$ cat src/rtl/ram_responder_pkg.sv
`default_nettype none
// ============================================================================
// Module   : ram_responder_pkg
// Purpose  : Shared widths, init value and FSM state type for ram_responder.
// Revision : 1.0
// ============================================================================
package ram_responder_pkg;

    localparam int DATA_W = 8;
    localparam int ADDR_W = 4;
    localparam int DEPTH  = 2 ** ADDR_W;

    localparam logic [DATA_W-1:0] INIT_VAL = 8'h00;

    typedef enum logic [0:0] {
        ST_INIT  = 1'b0,
        ST_READY = 1'b1
    } state_e;

endpackage : ram_responder_pkg
`default_nettype wire

$ cat src/rtl/ram_array.sv
`default_nettype none
// ============================================================================
// Module   : ram_array
// Purpose  : DEPTH x DATA_W storage, one write port, one registered read port
//            with write-first bypass.
// Revision : 1.0
// ============================================================================
module ram_array
    import ram_responder_pkg::*;
#(
    parameter int DATA_W = ram_responder_pkg::DATA_W,
    parameter int ADDR_W = ram_responder_pkg::ADDR_W,
    parameter int DEPTH  = ram_responder_pkg::DEPTH
) (
    input  logic              clk,
    input  logic              rst,
    input  logic              we_i,
    input  logic [ADDR_W-1:0] waddr_i,
    input  logic [DATA_W-1:0] wdata_i,
    input  logic              re_i,
    input  logic [ADDR_W-1:0] raddr_i,
    output logic [DATA_W-1:0] rdata_o
);

    logic [DATA_W-1:0] mem_q [DEPTH];
    logic [DATA_W-1:0] rdata_q;

    // Storage carries no reset; the top level overwrites it after every reset.
    always_ff @(posedge clk) begin
        if (rst && we_i) begin
            mem_q[waddr_i] <= wdata_i;
        end
    end

    always_ff @(posedge clk) begin
        if (!rst) begin
            rdata_q <= '0;
        end else if (re_i) begin
            rdata_q <= (we_i && (waddr_i == raddr_i)) ? wdata_i : mem_q[raddr_i];
        end
    end

    assign rdata_o = rdata_q;

endmodule : ram_array
`default_nettype wire

$ cat src/rtl/ram_responder.sv
`default_nettype none
// ============================================================================
// Module   : ram_responder
// Purpose  : Synchronous data-memory responder with self-clearing init after
//            reset, registered read data and a one-cycle read-valid pulse.
// Revision : 1.0
// ============================================================================
module ram_responder
    import ram_responder_pkg::*;
#(
    parameter int                DATA_W   = ram_responder_pkg::DATA_W,
    parameter int                ADDR_W   = ram_responder_pkg::ADDR_W,
    parameter int                DEPTH    = ram_responder_pkg::DEPTH,
    parameter logic [DATA_W-1:0] INIT_VAL = ram_responder_pkg::INIT_VAL
) (
    input  logic              clk,
    input  logic              rst,
    input  logic [ADDR_W-1:0] r_addr,
    input  logic              r_enable,
    output logic [DATA_W-1:0] r_data,
    output logic              r_valid,
    input  logic [DATA_W-1:0] w_data,
    input  logic [ADDR_W-1:0] w_addr,
    input  logic              w_enable,
    output logic              ready
);

    localparam logic [ADDR_W:0] C_LAST_WORD = (ADDR_W + 1)'(DEPTH - 1);

    state_e            state_q, state_d;
    logic [ADDR_W:0]   init_cnt_q, init_cnt_d;
    logic              r_valid_q;

    logic              arr_we;
    logic [ADDR_W-1:0] arr_waddr;
    logic [DATA_W-1:0] arr_wdata;
    logic              arr_re;

    always_ff @(posedge clk) begin
        if (!rst) begin
            state_q    <= ST_INIT;
            init_cnt_q <= '0;
            r_valid_q  <= 1'b0;
        end else begin
            state_q    <= state_d;
            init_cnt_q <= init_cnt_d;
            r_valid_q  <= arr_re;
        end
    end

    always_comb begin
        state_d    = state_q;
        init_cnt_d = init_cnt_q;
        case (state_q)
            ST_INIT: begin
                init_cnt_d = init_cnt_q + 1'b1;
                if (init_cnt_q == C_LAST_WORD) begin
                    state_d = ST_READY;
                end
            end
            ST_READY: begin
                state_d = ST_READY;
            end
            default: begin
                state_d = ST_INIT;
            end
        endcase
    end

    // While clearing, the init counter owns the write port and reads are blocked.
    always_comb begin
        arr_we    = 1'b0;
        arr_waddr = w_addr;
        arr_wdata = w_data;
        arr_re    = 1'b0;
        case (state_q)
            ST_INIT: begin
                arr_we    = 1'b1;
                arr_waddr = init_cnt_q[ADDR_W-1:0];
                arr_wdata = INIT_VAL;
            end
            ST_READY: begin
                arr_we = w_enable;
                arr_re = r_enable;
            end
            default: begin
                arr_we = 1'b0;
            end
        endcase
    end

    ram_array #(
        .DATA_W (DATA_W),
        .ADDR_W (ADDR_W),
        .DEPTH  (DEPTH)
    ) u_ram_array (
        .clk     (clk),
        .rst     (rst),
        .we_i    (arr_we),
        .waddr_i (arr_waddr),
        .wdata_i (arr_wdata),
        .re_i    (arr_re),
        .raddr_i (r_addr),
        .rdata_o (r_data)
    );

    assign r_valid = r_valid_q;
    assign ready   = (state_q == ST_READY);

endmodule : ram_responder
`default_nettype wire

$ cat config.mk
export PLATFORM = sky130hd
export DESIGN_NAME = ram_responder
export DESIGN_NICKNAME = d
export VERILOG_FILES = /design/src/rtl/ram_responder_pkg.sv /design/src/rtl/ram_array.sv /design/src/rtl/ram_responder.sv
export SDC_FILE = /design/constraint.sdc
export NUM_CORES = 1
export LEC_CHECK = 0
export CORE_MARGIN = 2
export CORE_UTILIZATION = 35
export DETAILED_ROUTE_END_ITERATION = 6
export DONT_BUFFER_PORTS = 1
export PLACE_DENSITY = 0.6
export REMOVE_ABC_BUFFERS = 1
export SYNTH_ARGS = -nofsm -noshare
export SYNTH_HDL_FRONTEND = slang
export SYNTH_SLANG_ARGS = --single-unit
$ cat constraint.sdc
create_clock -name clk -period 4.9 [get_ports clk]
set_input_delay 0.98 -clock clk [delete_from_list [all_inputs] [get_ports clk]]
set_output_delay 0.98 -clock clk [all_outputs]
set_load 0.005 [all_outputs]
# Word-level counts from Yosys, hierarchy flattened
# Memories as Yosys holds them, arrays and structs flattened. A register that Yosys moved wholly into a read port is not among the register bits.
# Cells that the tools add are included.
[classes] n_mux=8 bitwise=1 n_reduce_logical=2 n_eq_ne=1 add_sub_neg=1
[ops] operator="$mux 8" n=1
[ops] operator="$add 5x1->5 const B" n=1
[ops] operator="$eq 5x4->1 const B" n=1
[ops] operator="$mux 1" n=4
[ops] operator="$mux 4" n=1
[ops] operator="$pmux 1 s2" n=2
[ops] operator="$logic_and 1x1->1" n=1
[ops] operator="$logic_not 1->1" n=1
[ops] operator="$not 1->1" n=1
[totals] mem_count=1 out_inout_bits=10 word_cells=17 in_bits=20 mem_bits_rw=128 regBits=7
[memory_table] memory="u_ram_array.mem_q" depth=16 word_bits=8 rd=1 rd_clocked_by_memory_dff=1 wr=1 line="ram_array.sv:25" text="logic [DATA_W-1:0] mem_q [DEPTH];"

# Depth between registers and ports, before layout
# Gate-level depths: netlist of the first run.
[logic_depth] word_depth=5 depth_mapped=7 mapped_depth_nobuf=5

# Cells and area by module
# Synthesis of the first run repeated with hierarchy kept, for this count alone.
[hier_totals] cells_unflattened=331 area_unflattened_um2=5899.4
[by_module_without_submodules] module="ram_array" seq_area_each_um2=4003.8 cells_each=289 area_per_inst_um2=5492.8 instances=1
[by_module_without_submodules] module="ram_responder" seq_area_each_um2=140.1 cells_each=42 area_per_inst_um2=406.6 instances=1

# Worst setup path after synthesis of the first run
# Ideal clock, no wire load.
[synth_timing] kind="input port to flip-flop" from="in r_addr[2]" to="reg u_ram_array.rdata_q[0], in the netlist u_ram_array.rdata_o[0], read port of u_ram_array.mem_q" setup_ns=0.122 arrival_ns=2.407 cell_stages=6 path_buffers=2 setup_slack_ns=2.372 t_required_ns=4.778 path_cell_list="clkbuf_1 clkbuf_1 mux4_2 a22oi_1 nand2_1 a221o_1"
[synth_rtl] element="from (decl)" line="ram_responder.sv:18" text="input logic [ADDR_W-1:0] r_addr,"
[synth_rtl] element="to (decl)" line="ram_array.sv:26" text="logic [DATA_W-1:0] rdata_q;"

# Final worst setup path of the first run
[layout_timing] from="reg state_q, in the netlist ready" to="mem u_ram_array.mem_q[13][6], enable pin"
[layout_via] elab_chain_cells=5 elab_cells_between_ends=6 classes_between="4 x mux; 1 x bitwise; 1 x reduce/logical"
[layout_rtl] element="from (decl)" line="ram_responder.sv:30" text="state_e state_q, state_d;"
[layout_rtl] element="from (signal assigned)" line="ram_responder.sv:45" text="state_q <= state_d;"
[layout_rtl] element="$not 1->1"
[layout_rtl] element="$pmux 1 s2" line="ram_responder.sv:76" text="case (state_q)"
[layout_rtl] element="$logic_and 1x1->1" line="ram_array.sv:30" text="if (rst && we_i) begin"
[layout_rtl] element="$mux 1" line="ram_array.sv:30"
[layout_rtl] element="$mux 1 (not written as such)" line="ram_array.sv:31" text="mem_q[waddr_i] <= wdata_i;"
[layout_rtl] element="to (decl)" line="ram_array.sv:25"
# Parallel ways exist; a longest one is shown, timed or not.

==> impl.org, run 1 <==
** Synth
- Most used flip-flop cell after synthesis :: edfxtp_1
- Each instance of the synthesized netlist takes up on average 18.35 um^2.
- Synthesis handed over a netlist of 316 instances.
- edfxtp_1 takes more of the synthesized area than any other cell.
- Sequential element share of the synthesized area :: 71.46%
- Syn Std Cell Area :: 5799 um^2
- The synthesized design contains 128 enable-type register cells.
- Leading post-synthesis cells by cell area :: edfxtp_1 (66%), mux4_2 (7.8%), mux4_1 (5.4%), dfxtp_1 (5.2%), and2_1 (2.4%)
- Summed over its instances, the top area cell type makes up 66.28% of the synthesized netlist area.
- Count of unique library cells instantiated by Yosys :: 35
- Total of flip-flops plus latches after synthesis :: 143
- During synthesis, Yosys emitted a total of 0 warnings.
- Leading cell types by count after synthesis :: edfxtp_1 (128), and2_1 (22), mux4_2 (20), nor2_1 (20), a22oi_1 (16)
- Most frequent cell after synthesis :: edfxtp_1
- After synthesis, the share of flip-flops with an asynchronous set or reset is 0%.

** Die
- The die is 132.7 um wide.
- Number of ports placed on the die boundary :: 30
- Area of the core :: 16410 um^2
- Initial core utilization :: 35.35%
- Area of the die :: 17610 um^2
- The die is 132.7 um tall.
- Row generation in the floorplan step produced 47 rows.

** Clock tree
- Post CTS Setup Buffer Count :: 0
- The cell sitting at the root of the clock tree is a clkbuf_16.
- Buffers inserted during clock tree synthesis total 17.
- The clock drives 143 sinks.
- The clock passes through at most 2 buffers.
- The number of hold buffers added after CTS was 0.
- TritonCTS clock tree :: done
- Clock insertion delay at the later pin of the skew report :: 0.42 ns
- After clock tree synthesis, the clock-pin slew on the worst setup and hold paths is 0.06 ns.
- The clock tree synthesis step divided the H-tree into 4 levels.
- Post-cts sizing count :: 0

** Routing
- Across all layers, the routed design uses 2888 vias.
- The count of nets left with antenna violations once routing finished came out at 0.
- The first routing iteration left 260 violations.
- DRC :: 0
- The final layout contains routed wiring with a total length of 12.33 mm.
- Number of iterations in the first detailed-routing pass :: 5
- Dividing the detail-routed via count by the number of cells gives 5.251.
- Routed wirelength normalized by instance count :: 22.42 um

** Timing
- TNS Setup :: 0 ns
- The total count of max-transition violations in the final report came to 0.
- Post-layout worst setup margin :: 2.169 ns
- Number of setup violations in the final report :: 0
- The number of hold-slack violations in the final timing report is 0.
- Setup repair after global routing left no endpoint under its margin.
- Relative slew slack :: 25.81%
- Based on the critical path, the design can be clocked at up to 366.2 MHz.
- Across the routed clock network, the largest skew measured is 0.005100 ns.
- After layout, the minimum clock period comes to 2.731 ns.
- Worst-Margin Slew :: 1.111 ns
- Share of the clock period used by the worst path after layout :: 55.73%

** Global route
- The layer flagged by global routing as most heavily used is met2.
- The number of global-route vias before repair was 2973.
- Initial antenna violation count :: 0
- Global routing consumed, over all layers together, 15.06% of the routing resources.
- The first global-routing pass estimated 18.98 mm of wire.
- Total overflow reported by the global router :: 0
- Entering global routing, the biggest net connects 36 pins.
- For met1 alone, demand over resource in global routing was 19.46%.
- Met3 routing resource usage after global routing :: 5.287%
- Global routing used 23.11% of the available met2 tracks.

** Place
- Count of buffers from port buffering :: 0
- Detailed-placement wirelength estimate :: 7.947 mm
- Prior to clock tree synthesis, the placed netlist has a worst setup slack of 2.195 ns.
- At the end of routability-driven placement, the weighted congestion stood at 0.7933.

** Critical path
- Arrival @ worst endpoint :: 2.78 ns
- The worst register-to-register path has a setup slack of 2.17 ns.
- The worst setup path is launched from a flip-flop.
- Endpoint type of the worst setup path :: flip-flop
- By startpoint and endpoint, the worst setup path is classified as flip-flop to flip-flop.
- Worst path required time :: 4.95 ns
- Along the worst path, the maximum fanout reaches 35.

** Min path
- Min-Delay Path Class :: flip-flop to flip-flop

** Power and ir drop
- Pint :: 2.210 mW
- Switching Share :: 19.49%
- Post-layout power :: 2.746 mW
- Worst-case vdd ir drop :: 0.2307 mV
- The analysis attributes to cell leakage a power of 2.005 nW.
- PwrDens :: 417.4 nW/um^2
- Combinational logic burns 2.6% of the power.
- Power share of the clock group :: 48.9%
- Share of power burned in registers :: 48.5%
- In this run the power spent charging and discharging nets is 535.2 uW.

** Cells and area
- The repair_antennas step left the layout with diodes totalling 0.
- Fraction of final layout cells sized beyond drive strength 1 :: 15.15%
- Number of fillers in the final layout :: 1430
- From synthesis to final layout, the design area changed by 13.42%.
- # nets final :: 339

** Run
- Across the run, the number of max-cap violations was 0.

** Outcome
- Status :: finished clean
-- critical path: stages, from the launching register on --
cell and delay (ns):
dfxtp_1 1.05, mux2i_1 0.28, nor2b_1 0.21, nand2_1 0.12
nor2_1 0.69
-- placed cells by master (no fill, tap or decap), types with 5 or more instances in the layout --
master / count
xor2_1: 5
nor2b_1: 6
edfxtp_1: 128
mux2i_1: 5
and2_1: 22
nand2_1: 14
a22oi_1: 16
mux4_2: 20
clkbuf_16: 17
dfxtp_1: 15
nor2_1: 20
mux4_1: 12
a221o_1: 8
-- final timing paths --
kind	from	endpoint	depth (start not counted)
hold reg to reg	init_cnt_q[4]$_SDFFE_PN0N_	init_cnt_q[4]$_SDFFE_PN0N_	3
setup reg to reg	ready$_SDFF_PN0_	u_ram_array.mem_q[13][6]$_DFFE_PP_	4
setup / recovery	ready$_SDFF_PN0_	u_ram_array.mem_q[13][6]$_DFFE_PP_	4
hold / removal	init_cnt_q[4]$_SDFFE_PN0N_	init_cnt_q[4]$_SDFFE_PN0N_	3
-- registers in the layout, indices dropped and copies added, names as in the netlist --
| signal | count |
|---|---|
| init_cnt_q | 5 |
| r_valid | 1 |
| ready | 1 |
| u_ram_array.mem_q | 128 |
| u_ram_array.rdata_o | 8 |
-- routing by layer --
layer	wire (um)	vias to the layer above
li1	-	1277
met1	5157	1478
met2	5962	113
met3	896	20
met4	314	0
met5	0	-
-- kinds of logic (layout without fill, tap and decap cells) --
kind of cell	after synthesis	in the layout	synth area share [%]
muxes	37	37	14.07
DFF	143	143	71.46
AOI/OAI and AO/OA	35	35	4.746
xor gates and xnor gates	7	7	1.057
adders and majority gates	2	2	0.4314
and+or+nand+nor	70	70	5.998
buffers and inverters	22	36	2.244
-- power groups by stage --
stage / sequential [mW] / clock (mW) / combinational, mW
finish: 1.33 / 1.34 / 0.0724
global route: 1.33 / 1.41 / 0.0784
CTS: 1.33 / 1.36 / 0.0723
detailed placement: 1.36 / 0 / 0.0722
global placement: 1.36 / 0 / 0.0713
floorplan: 1.35 / 0 / 0.0547
-- cell type report --
type / instances / area (um^2) / area share, %
tap: 220 / 275.3 / 4.185
sequential: 143 / 4144 / 63.00
clock buffer: 18 / 429.2 / 6.525
clock inverter: 14 / 188.9 / 2.872
multi-input combinational: 151 / 1525 / 23.19
inverter: 4 / 15.01 / 0.2283
-- stage by stage --
stage          area [um^2]  hold WS, ns  util, %  instances
5_1_grt               6578       0.6112    40.09        550
3_3_place_gp          5959       0.5527    36.32        518
3_5_place_dp          5959       0.5726    36.32        518
2_1_floorplan         5684       0.5352        -        298
4_1_cts               6578       0.5864    40.09        550
6_report              6578       0.5762    40.09        550
Power figures use the tool's default switching activity.
==> inputs of run 2 (changes only) <==
ABC_AREA = 1   (was default)
PLACE_DENSITY = 0.62   (was 0.6)
clock period = 2.3 ns   (was 4.9 ns; I/O delays follow)
==> impl.org, run 2 <==
** Routing
- In the routed layout, each cell is associated on average with a via count of 5.077.
- Number of DRC markers after the initial detailed-route iteration :: 320
- The detail route stage leaves a number of antenna-violating nets equal to 0.
- Total length of routed wires :: 14.75 mm
- DRC :: 0
- Routed wirelength normalized by instance count :: 17.52 um
- Number of iterations in the first detailed-routing pass :: 5
- Total number of vias :: 4275

** Global route
- The number of global-route vias before repair came to 4177.
- Global-route wire length before repair :: 22.45 mm
- Total overflow reported by the global router :: 0
- Largest net degree at the start of global routing :: 67
- Initial antenna violation count :: 0
- Global routing used 16.42% of the available tracks.

** Outcome
- The run finished with clean final reports.

** Min path
- Hold path cells :: 2
- The min-delay analysis places its worst path in the category primary input to flip-flop.

** Clock tree
- Clk buf depth :: 2
- Post CTS Setup Buffer Count :: 0
- Post-cts sizing count :: 0
- CTS clock-pin slew for the worst setup and hold paths :: 0.06 ns
- The clock tree synthesis step divided the H-tree into 4 levels.
- CTS buffer count :: 17
- Counting every sink on the clock net gives 143.
- TritonCTS clock tree :: done
- Buffer cell driving the clock tree root :: clkbuf_16
- The clock reaches the later pin of the worst-skew pair after 0.42 ns.
- Buffers inserted to repair hold after CTS numbered 0.

** Die
- Number of ports placed on the die boundary :: 30
- Initial core utilization :: 35.89%
- The die covers 18880 um^2.
- The initialized floorplan defines 48 standard-cell rows.
- The total area inside the core boundary comes to 17360 um^2.
- Die width :: 137.4 um
- Measured along the y axis, the die boundary spans 137.4 um.

** Timing
- For the pin with the worst max-slew slack, the measured transition is 0.4580 ns.
- For this run, the top clock speed supported by timing is 587.1 MHz.
- Number of setup violations in the final report :: 0
- For the finished layout, the period the worst path requires is 1.703 ns.
- Setup repair after global routing left no endpoint under its margin.
- Share of the clock period used by the worst path after layout :: 74.06%
- The number of hold-slack violations in the final timing report is 0.
- Summed over all failing endpoints, the final setup total negative slack is 0 ns.
- Final-report max-slew violation count :: 0
- Final setup skew :: 0.006605 ns
- In this run the tightest slew margin relative to its limit is 69.42%.

** Synth
- Count of unique library cells instantiated by Yosys :: 27
- Post-synth EDFFs :: 128
- Most frequent cell after synthesis :: nor2_1
- The share of synthesized area in the top cell type comes to 61.70%.
- Sequential element share of the synthesized area :: 66.52%
- Count of warnings emitted by yosys :: 0
- By count the netlist is led by nor2_1 (134), edfxtp_1 (128), nand2_1 (80), nand3_1 (61), o21ai_0 (49).
- The synthesized design contains 143 register bits.
- Proportion of synthesized flip-flops having asynchronous set or reset :: 0%
- By area the synthesized netlist is led by edfxtp_1 (62%), nor2_1 (8.1%), nand3_1 (4.9%), dfxtp_1 (4.8%), nand2_1 (4.8%).
- Library cell with the largest summed area after synthesis :: edfxtp_1
- A synthesized cell averages 10.65 um^2.
- In the synthesized netlist, the number of instances is 585.
- For this run, the leading register cell type out of synthesis is edfxtp_1.
- Syn Std Cell Area :: 6230 um^2

** Cells and area
- Number of flip-flops in the largest register :: 128
- Most used cells in the layout excluding fill and tap cells :: nor2_1 (134), edfxtp_1 (128), nand2_1 (80)
- Fill cells in the final layout number 1624.
- Antenna cell count :: 0
- Leaving out fill and tap cells, the most frequent cell in the layout is nor2_1.
- Area added between synthesis and finish :: 14.56%
- Cells with a size suffix above 1 make up 15.56% of the layout.
- Summing all non-filler instances in the final layout gives an area of 7137 um^2.
- Register bank with the most flops :: u_ram_array.mem_q
- # nets final :: 626

** Place
- At the end of routability-driven placement, the weighted congestion stood at 0.8640.
- Count of buffers from port buffering :: 0
- Detailed-placement wirelength estimate :: 9.513 mm
- Once placement finished, the instance area stood at 6586 um^2.

** Critical path
- Measured in cells, the most critical reg-to-reg path has a length of 12.
- At the worst endpoint, the required time is 2.60 ns.
- Crit path launch type :: flip-flop
- Endpoint type of the worst setup path :: flip-flop
- Crit-path max FO :: 11
- Setup CP Type :: flip-flop to flip-flop
- Arrival @ worst endpoint :: 2.00 ns

** Power and ir drop
- In this run the power density over the cells is 790.5 nW/um^2.
- Summed over all cells, the static leakage comes to 2.763 nW.
- VDD sags by at most 0.4938 mV.

** Run
- Across the run, the number of max-cap violations was 0.
[run 2: changes by cell type after synthesis, moves of 8 or more]
| cell | before | now |
|---|---|---|
| and2_1 | 22 | 0 |
| nand3_2 | 0 | 12 |
| nand2_2 | 0 | 8 |
| nand3_1 | 3 | 61 |
| a221o_1 | 8 | 0 |
| mux4_2 | 20 | 0 |
| a22oi_1 | 16 | 0 |
| o21ai_1 | 1 | 9 |
| mux4_1 | 12 | 0 |
| nor2_1 | 20 | 134 |
| o21ai_0 | 1 | 49 |
| nand2_1 | 14 | 80 |
| inv_1 | 4 | 29 |
[run 2: area by class of cell]
class / instances / area (um^2) / area share [%]
clock buffers: 26 / 520.5 / 7.293
clock inverters: 6 / 30.03 / 0.4208
inverters: 34 / 127.6 / 1.788
multi-input cells: 380 / 1810 / 25.37
flip-flops and latches: 143 / 4144 / 58.06
well taps: 225 / 281.5 / 3.945
repair buffers: 28 / 222.7 / 3.121
[run 2: stage by stage]
step                worst slack [ns]  total power [mW]  utilization [%]  hold slack [ns]  std cells
floorplan                     0.2182             3.096                -           0.4618        557
global placement              0.6167             3.182            37.95           0.4864        810
detailed placement            0.6022             3.189            37.95           0.4887        810
CTS                           0.5834             5.676            41.12           0.1623        842
global route                  0.4675             5.830            41.12           0.1622        842
finish                        0.5966             5.642            41.12           0.1758        842
[run 2: worst paths after layout]
check | end | slack [ns] | start
min reg2reg | u_ram_array.rdata_o[7]$_SDFFE_PN0P_ | 0.50 | u_ram_array.rdata_o[7]$_SDFFE_PN0P_
min | init_cnt_q[4]$_SDFFE_PN0N_ | 0.18 | rst
max | u_ram_array.rdata_o[7]$_SDFFE_PN0P_ | 0.60 | ready$_SDFF_PN0_
max reg2reg | u_ram_array.rdata_o[7]$_SDFFE_PN0P_ | 0.60 | ready$_SDFF_PN0_
[run 2: where the power goes]
part           internal (mW)  leakage, nW  switching, mW
Combinational         0.0997         1.11          0.202
Clock                   1.54        0.279          0.960
Sequential              2.83         1.37        0.00968
[run 2: cell families (layout without fill, tap and decap cells)]
logic type,Yosys count,in the layout,share of synthesized area (%)
and+or+nand+nor,307,307,22.47
DFF,143,143,66.52
AOI/OAI and AO/OA,70,70,6.045
buffers and inverters,62,94,4.418
adders and majority gates,2,2,0.4016
xor gates and xnor gates,1,1,0.1406
[run 2: critical path: stages (launching register included)]
cell and delay (ns):
dfxtp_1 0.43, buf_4 0.21, nand2_1 0.09, inv_1 0.07, nor2_2 0.05, nand2_1 0.06, nand2_2 0.08, nor2_8 0.21
nand3_1 0.11, nand2_1 0.08, inv_1 0.04, nand2_1 0.07, a21oi_1 0.06
[run 2: layer usage]
layer	track usage, %	vias up	routed length (um)
met3	5.004	15	893
met1	20.74	2115	6413
met5	0	-	0
li1	-	2029	-
met4	5.269	0	212
met2	27.00	116	7232
